[config.mk]
export PLATFORM = sky130hd
export DESIGN_NAME = guia_0702_vector_sequencer
export DESIGN_NICKNAME = d
export VERILOG_FILES = /design/src/rtl/guia_0702_vector_sequencer.sv
export SDC_FILE = /design/constraint.sdc
export NUM_CORES = 1
export LEC_CHECK = 0
export CORE_ASPECT_RATIO = 0.75
export CORE_MARGIN = 4
export CORE_UTILIZATION = 45
export DETAILED_ROUTE_END_ITERATION = 16
export GPL_TIMING_DRIVEN = 0
export MAX_ROUTING_LAYER = met4
export PLACE_DENSITY = 0.8
export SYNTH_ARGS = -nofsm -noshare
export SYNTH_HDL_FRONTEND = slang
export SYNTH_SLANG_ARGS = --single-unit
[constraint.sdc]
create_clock -name clk -period 2.7 [get_ports clk]
set_input_delay 0.405 -clock clk [delete_from_list [all_inputs] [get_ports clk]]
set_output_delay 0.405 -clock clk [all_outputs]
set_load 0.01 [all_outputs]
[src/rtl/guia_0702_vector_sequencer.sv]
// Clocked stimulus/check sequencer for the selectable AND/NAND unit: walks every {a,b,select}
// vector, holds each for HOLD cycles, then checks dut_out. Optional capture: GUIA0702_FIRST_FAIL_EN.
module guia_0702_vector_sequencer #(
  parameter int WIDTH = 1,
  parameter int HOLD  = 1
) (
  input  logic               clk,
  input  logic               rst_n,
  input  logic               start,
  output logic [WIDTH-1:0]   a,
  output logic [WIDTH-1:0]   b,
  output logic               select,
  input  logic [WIDTH-1:0]   dut_out,
  output logic               busy,
  output logic               done,
  output logic               pass,
  output logic [2*WIDTH:0]   vec_idx,
  output logic [2*WIDTH+1:0] err_count,
  output logic [2*WIDTH:0]   first_fail_idx,
  output logic               first_fail_vld
);

  localparam int VW = 2*WIDTH + 1;
  localparam int EW = 2*WIDTH + 2;
  localparam logic [7:0] HOLD_LAST = 8'(HOLD - 1);
  localparam logic [VW-1:0] LAST_VEC = '1;

  localparam logic [1:0] IDLE   = 2'd0;
  localparam logic [1:0] DRIVE  = 2'd1;
  localparam logic [1:0] SAMPLE = 2'd2;
  localparam logic [1:0] FINISH = 2'd3;

  logic [1:0]    state;
  logic [7:0]    hold_cnt;
  logic          mismatch;
  logic [EW-1:0] err_next;
  logic [VW-1:0] vec_next;

  function automatic logic [WIDTH-1:0] golden(input logic [VW-1:0] v);
    logic [WIDTH-1:0] ga;
    logic [WIDTH-1:0] gb;
    ga = v[VW-1:WIDTH+1];
    gb = v[WIDTH:1];
    return v[0] ? ~(ga & gb) : (ga & gb);
  endfunction

  function automatic logic [EW-1:0] sat_inc(input logic [EW-1:0] c);
    return (&c) ? c : c + 1'b1;
  endfunction

  assign mismatch = (state == SAMPLE) && (dut_out != golden(vec_idx));
  assign err_next = mismatch ? sat_inc(err_count) : err_count;
  assign vec_next = vec_idx + 1'b1;

  always_ff @(posedge clk or negedge rst_n) begin
    if (!rst_n) begin
      state     <= IDLE;
      hold_cnt  <= '0;
      vec_idx   <= '0;
      a         <= '0;
      b         <= '0;
      select    <= 1'b0;
      err_count <= '0;
      busy      <= 1'b0;
      done      <= 1'b0;
      pass      <= 1'b0;
    end else begin
      case (state)
        IDLE: begin
          if (start) begin
            state          <= DRIVE;
            vec_idx        <= '0;
            {a, b, select} <= '0;
            err_count      <= '0;
            pass           <= 1'b0;
            hold_cnt       <= '0;
            busy           <= 1'b1;
          end
        end
        DRIVE: begin
          if (hold_cnt == HOLD_LAST) begin
            hold_cnt <= '0;
            state    <= SAMPLE;
          end else begin
            hold_cnt <= hold_cnt + 1'b1;
          end
        end
        SAMPLE: begin
          err_count <= err_next;
          // pass uses err_next so the final vector's mismatch is included
          if (vec_idx == LAST_VEC) begin
            state <= FINISH;
            done  <= 1'b1;
            pass  <= (err_next == '0);
          end else begin
            vec_idx        <= vec_next;
            {a, b, select} <= vec_next;
            state          <= DRIVE;
          end
        end
        default: begin
          done  <= 1'b0;
          busy  <= 1'b0;
          state <= IDLE;
        end
      endcase
    end
  end

`ifdef GUIA0702_FIRST_FAIL_EN
  always_ff @(posedge clk or negedge rst_n) begin
    if (!rst_n) begin
      first_fail_idx <= '0;
      first_fail_vld <= 1'b0;
    end else if (state == IDLE && start) begin
      first_fail_idx <= '0;
      first_fail_vld <= 1'b0;
    end else if (mismatch && !first_fail_vld) begin
      first_fail_idx <= vec_idx;
      first_fail_vld <= 1'b1;
    end
  end
`else
  assign first_fail_idx = '0;
  assign first_fail_vld = 1'b0;
`endif

endmodule

==> results of run 1 <==
==> cell usage in the layout, fill, tap and decap left out, types with 2 or more instances in the layout <==
cell type         n
a21oi_1           4
a22o_1            5
and3_1            4
buf_4             7
clkbuf_1          4
clkbuf_8          3
clkdlybuf4s50_1  16
conb_1            4
dfrtp_1          20
ha_1              9
inv_1             6
mux2_2            2
mux2i_1           4
nand2_1          16
nand2b_1          2
nand3_1           4
nor2_1           14
nor2b_1           5
nor3_1            5
o21ai_0           8
o21ai_1           8
o31ai_1           2
o41ai_1           2
==> area by class of cell <==
type | instances | area, um^2 | share of cell area (%)
flip-flops and latches | 20 | 500 | 31.8
clock buffers | 3 | 41.3 | 2.63
well taps | 36 | 45.0 | 2.87
plain buffers | 12 | 71.3 | 4.54
repair buffers | 16 | 160 | 10.2
multi-input cells | 111 | 731 | 46.5
inverters | 6 | 22.5 | 1.43
==> critical path, cell delays in order, from the launching register on <==
cell and delay [ps]:
dfrtp_1 390, inv_1 100, ha_1 200, clkbuf_1 210
nand2b_1 130, clkbuf_1 350, o21ai_0 380, o21ai_0 270
o41ai_1 100
==> synthesized netlist by cell type (all sizes together) (5+ instances only) <==
library cell  count  area [um^2]
dfrtp            20          500
nand2            17         71.3
o21ai            16         80.1
nor2             14         52.6
ha                9          113
buf               8         56.3
inv               6         22.5
a22o              5         43.8
nor2b             5         31.3
nor3              5         25.0
==> power by group <==
group          switching (mW)  internal (mW)
clock                  0.0939         0.0993
sequential             0.0670          0.348
combinational           0.316          0.291
==> routing by layer <==
layer | track usage (%) | routed length, um | up-vias
met4 | 6.69 | 44 | 0
met5 | - | 0 | -
met2 | 28.7 | 1310 | 32
met3 | 3.30 | 135 | 7
met1 | 18.0 | 1260 | 513
li1 | - | - | 552
==> sequential cells by signal, indices dropped and copies added, names as in the netlist <==
name	count
hold_cnt	8
err_count	4
state	2
vec_idx	2
a	1
busy	1
done	1
pass	1
==> cells by family (layout without fill, tap and decap cells) <==
group	after synthesis	after routing	synth area share (%)
simple gates	55	55	21.0
compound gates	36	36	19.4
flops	20	20	38.1
buf+inv	18	37	7.14
fa+ha+maj	9	9	8.57
mux	6	6	4.76
other cells	1	4	0.285
xor+xnor	1	1	0.667
==> stage by stage <==
step,power (mW),hold WS (ps)
2_1_floorplan,0.825,109
3_3_place_gp,0.995,475
3_5_place_dp,1.03,483
4_1_cts,1.22,492
5_1_grt,1.31,512
6_report,1.22,494
==> path summary, 6_finish.rpt <==
kind | endpoint | from | cells after the start
setup reg to reg | pass$_DFFE_PN0P_ | state[0]$_DFFE_PN0P_ | 8
hold reg to reg | hold_cnt[7]$_DFFE_PN0P_ | hold_cnt[7]$_DFFE_PN0P_ | 1
setup / recovery | pass$_DFFE_PN0P_ | state[0]$_DFFE_PN0P_ | 8
max in group asynchronous | err_count[0]$_DFFE_PN0P_ | rst_n | 1
min in group asynchronous | hold_cnt[1]$_DFFE_PN0P_ | rst_n | 1
hold / removal | hold_cnt[7]$_DFFE_PN0P_ | hold_cnt[7]$_DFFE_PN0P_ | 1
==> impl_metrics.json, run 1 <==
{
  "outcome": "finished clean",
  "cts_tree": "built",
  "design.die.area_mm2": 0.00386,
  "rrSetupSlack_ps": 450,
  "yosys_warnings": 0,
  "hold_buffers": 0,
  "fin_crit_sh_pct": 83.3,
  "nets": 183,
  "syn_inst": 146,
  "fin_ws_ps": 450,
  "avgRoutedWirePerCell_um": 13.5,
  "dpl.cell_count": 201,
  "die_x_um": 70.4,
  "wirelength_um": 2750,
  "clk_pin_slew_ps": 70,
  "fillers": 233,
  "cts_buffers": 3,
  "diodes": 0,
  "ys_seq_elements": 20,
  "worst-path-max-fanout": 9,
  "post_cts_buffers": 0,
  "die_height_um": 54.8,
  "required_ps": 2840,
  "grt_overflow_total": 0,
  "p_leak_nw": 0.740,
  "synth_enable_flop_cells": 0,
  "rsz0062_at_grt": "false",
  "rows": 16,
  "dp_hpwl_um": 2080,
  "routed_via_density": 5.41,
  "pre_cts_ws_ps": 383,
  "grt_max_degree": 21,
  "clk_latency_ps": 260,
  "finalSetupViolations": 0,
  "period_needed_ps": 2250,
  "worstMarginPinSlew_ps": 866,
  "hold_path_class": "flip-flop to flip-flop",
  "final_area_mm2": 0.00157,
  "cts_buffer_depth": 2,
  "cp-end-kind": "flip-flop",
  "ant_nets": 0,
  "fmax_mhz": 444,
  "initial_core_util_pct": 48.6,
  "coreArea_mm2": 0.00270,
  "fin_setup_tns_ps": 0,
  "clock_sinks": 20,
  "place.gp.congestion": 0.792,
  "vias": 1104,
  "synth-seq-area-share_pct": 38.1,
  "antenna_found_initial": 0,
  "fin_cells": 204,
  "grt_util_all_layers_pct": 16.0,
  "first_iter_violations": 28,
  "port_buffers": 16,
  "synth_top_flop_cell": "dfrtp_1",
  "post-route-util_pct": 58.1,
  "post_dp_cell_area_mm2": 0.00153,
  "ir_worst_vdd_mv": 0.594,
  "syn_to_final_growth_pct": 19.6,
  "synth_cell_types": 35,
  "skew_ps": 3.14,
  "remaining_drc_errors": 0,
  "htreeDepth": 1,
  "setup.worst_path.class": "flip-flop to flip-flop",
  "ctsResizeCount": 0,
  "worstSetupStartpointType": "flip-flop",
  "arrival_ps": 2390,
  "cap_violations": 0,
  "drt-pass1-iter-count": 4,
  "grt_pass1_vias": 1129,
  "avgSynthCellArea_um2": 9.00,
  "synth_async_sr_flop_share_pct": 100,
  "synth_area_mm2": 0.00131,
  "finalMaxSlewViolations": 0,
  "grt_first_pass_wirelength_um": 4760,
  "layout-drive-gt1-share_pct": 10.1,
  "hold_viol_final": 0,
  "power.density_mw_per_mm2": 774,
  "cts_root_buf": "clkbuf_8",
  "io_pins": 21,
  "maxSlewHeadroom_pct": 42.1
}
No activity file was read; power rests on OpenSTA's default activity.
==> run 2: changes to the inputs <==
- clock period: 2.7 -> 2.32 ns (I/O delays scaled with it)
==> run 2 against run 1 <==
Cell count stayed put. Cell area stayed put. Critical path depth is 2 lower. Fmax is 3.8% higher. Utilization stayed put. Worst setup slack worse by 300 ps.
==> impl_metrics.json, run 2 (synthesis gave the netlist of run 1 again) <==
{
  "outcome": "finished clean",
  "wirelength_um": 2760,
  "cts_root_buf": "clkbuf_8",
  "fillers": 233,
  "largest_register": "hold_cnt",
  "pwr-share-comb_pct": 49.9,
  "cap_violations": 0,
  "place.gp.congestion": 0.792,
  "arrival_ps": 2300,
  "fin_cells": 204,
  "die_height_um": 54.8,
  "skew_ps": 3.18,
  "p_leak_nw": 0.740,
  "largest_reg_flops": 8,
  "antenna_found_initial": 0,
  "htreeDepth": 1,
  "fmax_mhz": 461,
  "clock_sinks": 20,
  "clk_latency_ps": 260,
  "hold_path_class": "flip-flop to flip-flop",
  "design.die.area_mm2": 0.00386,
  "finalSetupViolations": 0,
  "syn_to_final_growth_pct": 19.6,
  "initial_core_util_pct": 48.6,
  "required_ps": 2460,
  "nets": 183,
  "worst-path-max-fanout": 10,
  "switching_share_pct": 39.2,
  "grt_util_all_layers_pct": 16.0,
  "rsz0062_at_grt": "false",
  "largestRegisters": "hold_cnt x8, err_count x4",
  "grt_overflow_total": 0,
  "clk_pin_slew_ps": 70,
  "rows": 16,
  "final_cell_mix": "dfrtp_1, nand2_1, clkdlybuf4s50_1",
  "layout_commonest_cell": "dfrtp_1",
  "cts_buffer_depth": 2,
  "port_buffers": 16,
  "fin_crit_sh_pct": 93.4,
  "seq_power_share_pct": 34.2,
  "ir_worst_vdd_mv": 0.692,
  "finalMaxSlewViolations": 0,
  "pwr-share-clk_pct": 15.9,
  "worstMarginPinSlew_ps": 868,
  "maxSlewHeadroom_pct": 42.0,
  "routed_via_density": 5.42,
  "die_x_um": 70.4,
  "multiInputGateArea_um2": 731,
  "remaining_drc_errors": 0,
  "avgRoutedWirePerCell_um": 13.5,
  "grt_first_pass_wirelength_um": 4760,
  "dp_hpwl_um": 2080,
  "cp-end-kind": "flip-flop",
  "power.density_mw_per_mm2": 902,
  "diodes": 0,
  "fin_setup_tns_ps": 0,
  "hold_buffers": 0,
  "ant_nets": 0,
  "setup.worst_path.class": "flip-flop to flip-flop",
  "cts_tree": "built",
  "p_sw_mw": 0.556,
  "coreArea_mm2": 0.00270,
  "period_needed_ps": 2170,
  "ff_latch_area_um2": 500,
  "first_iter_violations": 25,
  "dpl.cell_count": 201,
  "layout-drive-gt1-share_pct": 10.1,
  "p_int_mw": 0.861,
  "drt-pass1-iter-count": 4,
  "cts_buffers": 3,
  "worstSetupStartpointType": "flip-flop",
  "grt_max_degree": 21,
  "hold_viol_final": 0,
  "vias": 1106,
  "io_pins": 21,
  "grt_pass1_vias": 1129
}
[run 2: cell counts in the layout (fill, tap and decap cells not counted)]
No cell type changed its count.
[run 2: what timing repair did]
item | CTS | global route
setup buffers | 0 | 0
resized for setup | 0 | 1
endpoints found under the setup margin | 0 | 5
[run 2: cell type report]
| class | count | share of cell area (%) |
|---|---|---|
| plain buffers | 12 | 4.54 |
| clock buffers | 3 | 2.63 |
| inverters | 6 | 1.43 |
| multi-input cells | 111 | 46.5 |
| flip-flops and latches | 20 | 31.8 |
| well taps | 36 | 2.87 |
| repair buffers | 16 | 10.2 |
[run 2: power by group through the flow]
| stage | logic [mW] | registers (mW) | clock network (mW) |
|---|---|---|---|
| after global placement | 0.674 | 0.483 | 0 |
| after floorplan | 0.468 | 0.492 | 0 |
| after detailed placement | 0.706 | 0.491 | 0 |
| after CTS | 0.710 | 0.485 | 0.230 |
| final | 0.707 | 0.485 | 0.225 |
| after global routing | 0.789 | 0.498 | 0.243 |
[run 2: path summary, 6_finish.rpt]
path                                         startpoint                  endpoint  slack (ps)  depth (start not counted)
worst min-delay path            hold_cnt[7]$_DFFE_PN0P_   hold_cnt[7]$_DFFE_PN0P_         490                          1
min in group asynchronous                         rst_n   hold_cnt[1]$_DFFE_PN0P_         580                          1
worst min register to register  hold_cnt[7]$_DFFE_PN0P_   hold_cnt[7]$_DFFE_PN0P_         490                          1
worst max register to register  hold_cnt[0]$_DFFE_PN0P_   hold_cnt[6]$_DFFE_PN0P_         150                          6
max in group asynchronous                         rst_n  err_count[0]$_DFFE_PN0P_        1200                          1
worst max-delay path            hold_cnt[0]$_DFFE_PN0P_   hold_cnt[6]$_DFFE_PN0P_         150                          6
[run 2: critical path, cell delays in order (launching register included)]
cell,delay [ps]
dfrtp_1,430
inv_1,80
ha_1,140
or4b_4,470
o41ai_4,560
or2_1,280
o31ai_1,100
[run 2: layer usage]
layer | up-vias | track usage, % | share of wire, %
met5 | - | - | 0
met4 | 0 | 6.69 | 1.6
met3 | 7 | 3.30 | 5.1
met2 | 32 | 28.7 | 48
met1 | 517 | 18.0 | 46
li1 | 550 | - | -
[run 2: metrics by stage]
step                total power [mW]  hold slack, ps  util (%)  setup slack, ps  cell area, um^2
finish                          1.42             493      58.1              153             1570
global route                    1.53             512      58.1             15.1             1570
CTS                             1.42             492      58.1             77.3             1570
detailed placement              1.20             483      56.6             59.7             1530
global placement                1.16             475      56.6              152             1530
floorplan                      0.960            52.4         -              410             1330
==> run 3: changes to the inputs <==
- clock period: 2.32 -> 2.4 ns (I/O delays scaled with it)
==> results of run 3 <==
Same layout as run 2 (identical final DEF). Status: finished clean.
Main changes from that run: setup slack after placement 59.7 ps -> 128 ps; setup slack after layout 153 ps -> 233 ps; register-to-register setup slack 150 ps -> 230 ps; total power 1.42 mW -> 1.37 mW; worst IR drop on VDD 0.692 mV -> 0.669 mV
